**src/rtl/dmem_pkg.sv**
```systemverilog
// dmem_pkg
// Shared definitions for the two-port data-memory controller:
//   - access size encodings (SZ_BYTE, SZ_HALF, SZ_WORD; 2'b11 behaves as word)
//   - controller state enum
//   - load extension and sub-word-store helpers
package dmem_pkg;

    localparam logic [1:0] SZ_BYTE = 2'b00;
    localparam logic [1:0] SZ_HALF = 2'b01;
    localparam logic [1:0] SZ_WORD = 2'b10;

    typedef enum logic [1:0] {
        IDLE   = 2'd0,
        ACCESS = 2'd1,
        RMW_RD = 2'd2,
        RMW_WR = 2'd3
    } stateType;

    // Extend the low byte/half of a fetched word; word (and 2'b11) pass through.
    function automatic logic [31:0] extendLoad(input logic [31:0] word,
                                               input logic [1:0]  size,
                                               input logic        isUnsigned);
        case (size)
            SZ_BYTE: extendLoad = {{24{~isUnsigned & word[7]}}, word[7:0]};
            SZ_HALF: extendLoad = {{16{~isUnsigned & word[15]}}, word[15:0]};
            default: extendLoad = word;
        endcase
    endfunction

    function automatic logic isSubWord(input logic [1:0] size);
        isSubWord = (size == SZ_BYTE) || (size == SZ_HALF);
    endfunction

endpackage

```
**src/rtl/dmem_ctrl_rr_arb2.sv**
```systemverilog
// rr_arb2
// Two-requester round-robin arbiter. A lone requester always wins; on a tie
// the requester that was not served last wins. The last-served pointer
// resets to 1 so requester 0 wins the first tie.
// Ports:
//   clk, rst      clock (posedge), asynchronous active-high reset
//   req0, req1    requests (already qualified by the caller)
//   gnt0, gnt1    combinational grants, at most one high
module rr_arb2 (
    input  logic clk,
    input  logic rst,
    input  logic req0,
    input  logic req1,
    output logic gnt0,
    output logic gnt1
);

    logic lastServed;

    always_comb begin
        gnt0 = 1'b0;
        gnt1 = 1'b0;
        if (req0 && req1) begin
            gnt0 = lastServed;
            gnt1 = ~lastServed;
        end else begin
            gnt0 = req0;
            gnt1 = req1;
        end
    end

    always_ff @(posedge clk or posedge rst) begin
        if (rst) begin
            lastServed <= 1'b1;
        end else if (gnt0) begin
            lastServed <= 1'b0;
        end else if (gnt1) begin
            lastServed <= 1'b1;
        end
    end

endmodule

```
**src/rtl/dmem_ctrl.sv**
```systemverilog
// dmem_ctrl
// Shares one byte-addressed data memory between the core load/store path
// (port 0) and the debug/loader path (port 1). Handles byte/half/word
// accesses, load extension, and read-modify-write for sub-word stores since
// the memory only accepts full 32-bit little-endian writes (committed on the
// negedge of the write cycle).
// Ports (x = 0,1):
//   mx_req_i/we_i/size_i/unsigned_i/addr_i/wdata_i   request
//   mx_gnt_o                                          combinational grant (IDLE only)
//   mx_rsp_valid_o/rsp_err_o/rdata_o                  registered one-cycle response
//   mem_addr_o/wdata_o/ren_o/wen_o, mem_rdata_i       memory side
module dmem_ctrl
    import dmem_pkg::*;
#(
    parameter int MEM_BYTES = 1024
) (
    input  logic        clk_i,
    input  logic        rst_i,
    input  logic        m0_req_i,
    input  logic        m0_we_i,
    input  logic [1:0]  m0_size_i,
    input  logic        m0_unsigned_i,
    input  logic [31:0] m0_addr_i,
    input  logic [31:0] m0_wdata_i,
    output logic        m0_gnt_o,
    output logic        m0_rsp_valid_o,
    output logic        m0_rsp_err_o,
    output logic [31:0] m0_rdata_o,
    input  logic        m1_req_i,
    input  logic        m1_we_i,
    input  logic [1:0]  m1_size_i,
    input  logic        m1_unsigned_i,
    input  logic [31:0] m1_addr_i,
    input  logic [31:0] m1_wdata_i,
    output logic        m1_gnt_o,
    output logic        m1_rsp_valid_o,
    output logic        m1_rsp_err_o,
    output logic [31:0] m1_rdata_o,
    output logic [31:0] mem_addr_o,
    output logic [31:0] mem_wdata_o,
    output logic        mem_ren_o,
    output logic        mem_wen_o,
    input  logic [31:0] mem_rdata_i
);

    localparam logic [31:0] LAST_ADDR = 32'(MEM_BYTES - 4);

    stateType    state, nextState;
    logic        isIdle, granted;
    logic        selWe, selUns, selErr;
    logic [1:0]  selSize;
    logic [31:0] selAddr, selWdata;
    logic        latPort, latWe, latUns, latErr;
    logic [1:0]  latSize;
    logic [31:0] latAddr, latWdata, merge;
    logic        done;
    logic [31:0] doneRdata;

    assign isIdle = (state == IDLE);

    rr_arb2 uArb (
        .clk  (clk_i),
        .rst  (rst_i),
        .req0 (m0_req_i & isIdle),
        .req1 (m1_req_i & isIdle),
        .gnt0 (m0_gnt_o),
        .gnt1 (m1_gnt_o)
    );

    assign granted  = m0_gnt_o | m1_gnt_o;
    assign selWe    = m1_gnt_o ? m1_we_i       : m0_we_i;
    assign selSize  = m1_gnt_o ? m1_size_i     : m0_size_i;
    assign selUns   = m1_gnt_o ? m1_unsigned_i : m0_unsigned_i;
    assign selAddr  = m1_gnt_o ? m1_addr_i     : m0_addr_i;
    assign selWdata = m1_gnt_o ? m1_wdata_i    : m0_wdata_i;
    assign selErr   = selAddr > LAST_ADDR;

    always_comb begin
        nextState = state;
        case (state)
            IDLE: begin
                if (granted) begin
                    nextState = (selWe && isSubWord(selSize) && !selErr) ? RMW_RD : ACCESS;
                end
            end
            ACCESS: nextState = IDLE;
            RMW_RD: nextState = RMW_WR;
            RMW_WR: nextState = IDLE;
            default: nextState = IDLE;
        endcase
    end

    // Memory side is purely combinational from state and latched request so
    // that a reset in a write state removes mem_wen_o before the negedge.
    always_comb begin
        mem_addr_o  = '0;
        mem_wdata_o = '0;
        mem_ren_o   = 1'b0;
        mem_wen_o   = 1'b0;
        if (!isIdle) begin
            mem_addr_o = latAddr;
        end
        case (state)
            ACCESS: begin
                // Only word stores reach ACCESS without an error.
                if (!latErr) begin
                    mem_ren_o = ~latWe;
                    mem_wen_o = latWe;
                    if (latWe) begin
                        mem_wdata_o = latWdata;
                    end
                end
            end
            RMW_RD: mem_ren_o = 1'b1;
            RMW_WR: begin
                mem_wen_o   = 1'b1;
                mem_wdata_o = (latSize == SZ_BYTE) ? {merge[31:8], latWdata[7:0]}
                                                   : {merge[31:16], latWdata[15:0]};
            end
            default: ;
        endcase
    end

    assign done      = (state == ACCESS) || (state == RMW_WR);
    assign doneRdata = (state == ACCESS && !latWe && !latErr)
                       ? extendLoad(mem_rdata_i, latSize, latUns) : '0;

    always_ff @(posedge clk_i or posedge rst_i) begin
        if (rst_i) begin
            state          <= IDLE;
            latPort        <= 1'b0;
            latWe          <= 1'b0;
            latSize        <= '0;
            latUns         <= 1'b0;
            latAddr        <= '0;
            latWdata       <= '0;
            latErr         <= 1'b0;
            merge          <= '0;
            m0_rsp_valid_o <= 1'b0;
            m0_rsp_err_o   <= 1'b0;
            m0_rdata_o     <= '0;
            m1_rsp_valid_o <= 1'b0;
            m1_rsp_err_o   <= 1'b0;
            m1_rdata_o     <= '0;
        end else begin
            state <= nextState;
            if (granted) begin
                latPort  <= m1_gnt_o;
                latWe    <= selWe;
                latSize  <= selSize;
                latUns   <= selUns;
                latAddr  <= selAddr;
                latWdata <= selWdata;
                latErr   <= selErr;
            end
            if (state == RMW_RD) begin
                merge <= mem_rdata_i;
            end
            m0_rsp_valid_o <= done & ~latPort;
            m0_rsp_err_o   <= done & ~latPort & latErr;
            m0_rdata_o     <= (done && !latPort) ? doneRdata : '0;
            m1_rsp_valid_o <= done & latPort;
            m1_rsp_err_o   <= done & latPort & latErr;
            m1_rdata_o     <= (done && latPort) ? doneRdata : '0;
        end
    end

endmodule

```
**config.mk**
```make
export PLATFORM = sky130hd
export DESIGN_NAME = dmem_ctrl
export DESIGN_NICKNAME = d
export VERILOG_FILES = /design/src/rtl/dmem_pkg.sv /design/src/rtl/dmem_ctrl_rr_arb2.sv /design/src/rtl/dmem_ctrl.sv
export SDC_FILE = /design/constraint.sdc
export NUM_CORES = 1
export LEC_CHECK = 0
export CAP_MARGIN = 0
export CORE_ASPECT_RATIO = 2
export CORE_MARGIN = 4
export CORE_UTILIZATION = 46
export DETAILED_ROUTE_END_ITERATION = 12
export PLACE_DENSITY = 0.86
export SYNTH_ARGS = -nofsm -noshare
export SYNTH_HDL_FRONTEND = slang
export SYNTH_HIERARCHICAL = 1
export SYNTH_SLANG_ARGS = --single-unit
```
**constraint.sdc**
```tcl
create_clock -name clk_i -period 11.62 [get_ports clk_i]
set_input_delay 3.486 -clock clk_i [delete_from_list [all_inputs] [get_ports clk_i]]
set_output_delay 3.486 -clock clk_i [all_outputs]
set_load 0.01 [all_outputs]
```
==> results.yml <==
finish:
  final_cells: 1172
  seq_area_sq_um: 4130
  drive_gt1_share_pct: 8.02
  final_nets: 1136
  area_growth_pct: 52.2
  multi_input_area_sq_um: 2940
  fillers: 1126
sta:
  setup_tns_ns: 0
  max_freq_mhz: 113
  drv_slew: 0
  setup_ws_ns: 2.76
  grt_setup_unrepaired: "no"
  setup_violations: 0
  period_minus_slack_ns: 8.86
  worst_pin_slew_ns: 1.04
  fin_crit_sh_pct: 76.3
  timing_hold_violations_final: 0
  clock_skew_ns: 0.0123
  relSlewSlack_pct: 30.6
critical_path:
  crit_fanout: 50
  r2r_slack_ns: 7.37
  r2r_cells: 12
  crit_type: "in2out"
  endpoint: "m1_gnt_o"
  critPathLaunch: "m1_req_i"
  end_kind: "primary output"
  timing.rr.start: "state[0]"
  arrival_ns: 5.38
  critPathRequiredTime_ns: 8.13
  critPathLaunchType: "primary input"
  r2r_end: "state[0]"
global_route:
  grt_pass1_wl_mm: 33.6
  track_usage_pct: 24.1
  grt_max_degree: 100
  antenna_found_initial: 1
  grt_pass1_vias: 6347
  gr-total-overflow: 0
power:
  switching_share_pct: 33.3
  intPower_mw: 1.58
  switching_power_uw: 788
  p_per_area_nw_per_um2: 214
  vdd_drop_max_uv: 200
  pwr-share-clk_pct: 23.1
  sequentialPowerShare_pct: 36.7
  p_comb_share_pct: 40.2
  p_leak_nw: 4.59
run:
  maxCapViolations: 0
floorplanning:
  fp.coreArea_sq_um: 15400
  io_pins: 308
  die_w_um: 96.9
  start_util_pct: 47.3
  dieArea_sq_um: 18000
  fp-row-count: 64
  die_h_um: 186
clocking:
  clock-root-buffer: "clkbuf_16"
  worstSkewPairLatency_ns: 0.42
  ctsResizeCount: 0
  cts_hold_buf: 0
  clk_pin_slew_ns: 0.06
  clock-sinks: 165
  clk_path_buf_depth: 2
  post_cts_buffers: 0
  cts_inserted_buffers: 17
  htree_levels: 4
  cts_tree: "yes"
hold_path:
  worstHoldPathType: "reg2reg"
  holdPathStages: 1
  min_from: "merge[18]"
synth:
  yosys_warnings: 6
  synthFlopType: "dfrtp_1"
  syn_area_sq_um: 7270
  ys_async_sr_fraction_pct: 100
  synth_fp_nets: 846
  synth_edf_count: 0
  synthCells: 670
  syn_avg_cell_area_sq_um: 10.8
  synth-seq-area-share_pct: 56.8
  ys_ff_latch: 165
  synth_cell_types: 42
detailed_routing:
  drt_iter0_markers: 200
  vias: 6080
  ant_nets: 0
  routed_via_density: 5.19
  wirelength_mm: 22.0
  firstDrtPassIters: 4
  wl_per_cell_um: 18.8
  drc: 0
placement:
  dp_slack_ns: 2.77
  dp_hpwl_mm: 16.6
  place_inst: 1139
  portBuffers: 307
  gp_congestion: 0.848
run_status:
  status: "finished, final reports clean"
worst min path at each step:
| stage | endpoint | slack, ns |
|---|---|---|
| 2_1_floorplan | merge[27] | 0.48 |
| 3_3_place_gp | merge[18] | 0.49 |
| 3_5_place_dp | merge[20] | 0.50 |
| 4_1_cts | merge[20] | 0.51 |
| 5_1_grt | merge[30] | 0.52 |
| 6_report | merge[18] | 0.51 |
per-layer routing:
metal,GRT usage [%],vias up,share of wire (%)
met4,12.8,0,4.4
met2,44.8,238,55
met5,0,-,0
met1,24.8,2908,36
met3,5.70,50,5.1
li1,-,2884,-
cells in the final DEF (no fill, tap or decap), types with 3 or more instances in the layout:
master and n:
buf_4 7, inv_1 9, ha_1 4, clkinv_2 4
a22o_1 24, dfrtp_1 164, nor3_1 10, nor2_1 66
nor2b_1 56, o22ai_1 6, clkdlybuf4s50_1 307, clkbuf_16 17
nand2_1 74, mux2i_1 64, o21ai_0 63, mux2_2 34
nand4_1 3, or4b_1 3, or4_1 5, a21oi_1 11
clkbuf_1 3
critical path: stages:
cell and delay (ns):
clkdlybuf4s50_1 0.44, and2_1 0.22, a21boi_4 0.20, buf_4 0.40, clkdlybuf4s50_1 0.63
flip-flops by register name (all words and copies together), names as in the netlist, 2 cells and up:
name	cells
latAddr	32
latWdata	32
m0_rdata_o	32
m1_rdata_o	32
merge	24
latSize	2
state	2
cell families after synthesis:
logic type                 share of synthesized area, %
muxes                                              14.1
and+or+nand+nor                                    15.9
AOI/OAI and AO/OA                                  9.52
adders and majority gates                         0.688
DFF                                                56.8
buffers and inverters                              3.01
synthesized netlist by cell type (3+ instances only):
cell	n	area (sq um)
dfrtp_1	164	4100
nand2_1	74	278
nor2_1	66	248
mux2i_1	64	641
o21ai_0	63	315
nor2b_1	56	350
mux2_2	34	383
clkbuf_1	30	113
a22o_1	24	210
a21oi_1	11	55.1
buf_2	10	50.1
inv_1	10	37.5
nor3_1	10	50.1
o22ai_1	6	37.5
or4_1	5	37.5
ha_1	4	50.1
nand4_1	3	18.8
or4b_1	3	30.0
power groups by stage:
stage | logic, mW | clock network, mW | registers [mW]
floorplan | 0.580 | 0 | 0.829
global placement | 0.930 | 0 | 0.870
detailed placement | 0.954 | 0 | 0.874
CTS | 0.957 | 0.554 | 0.868
global route | 1.04 | 0.579 | 0.891
finish | 0.951 | 0.546 | 0.868
layout make-up:
type                    count  share of cell area [%]
flip-flops and latches    165                    37.3
repair buffers            314                    28.3
multi-input cells         452                    26.6
clock buffers              22                    4.20
well taps                 198                    2.24
clock inverters             9                   0.939
inverters                  10                   0.385
diodes                      2                  0.0452
metrics by stage:
step           cell area, sq um  util (%)  hold slack [ns]  total power [mW]
2_1_floorplan              7270         -            0.481              1.41
3_3_place_gp              10500      68.2            0.490              1.80
3_5_place_dp              10500      68.2            0.497              1.83
4_1_cts                   11100      71.9            0.511              2.38
5_1_grt                   11100      71.9            0.525              2.51
6_report                  11100      71.9            0.509              2.37
No activity file was read; power rests on OpenSTA's default activity.
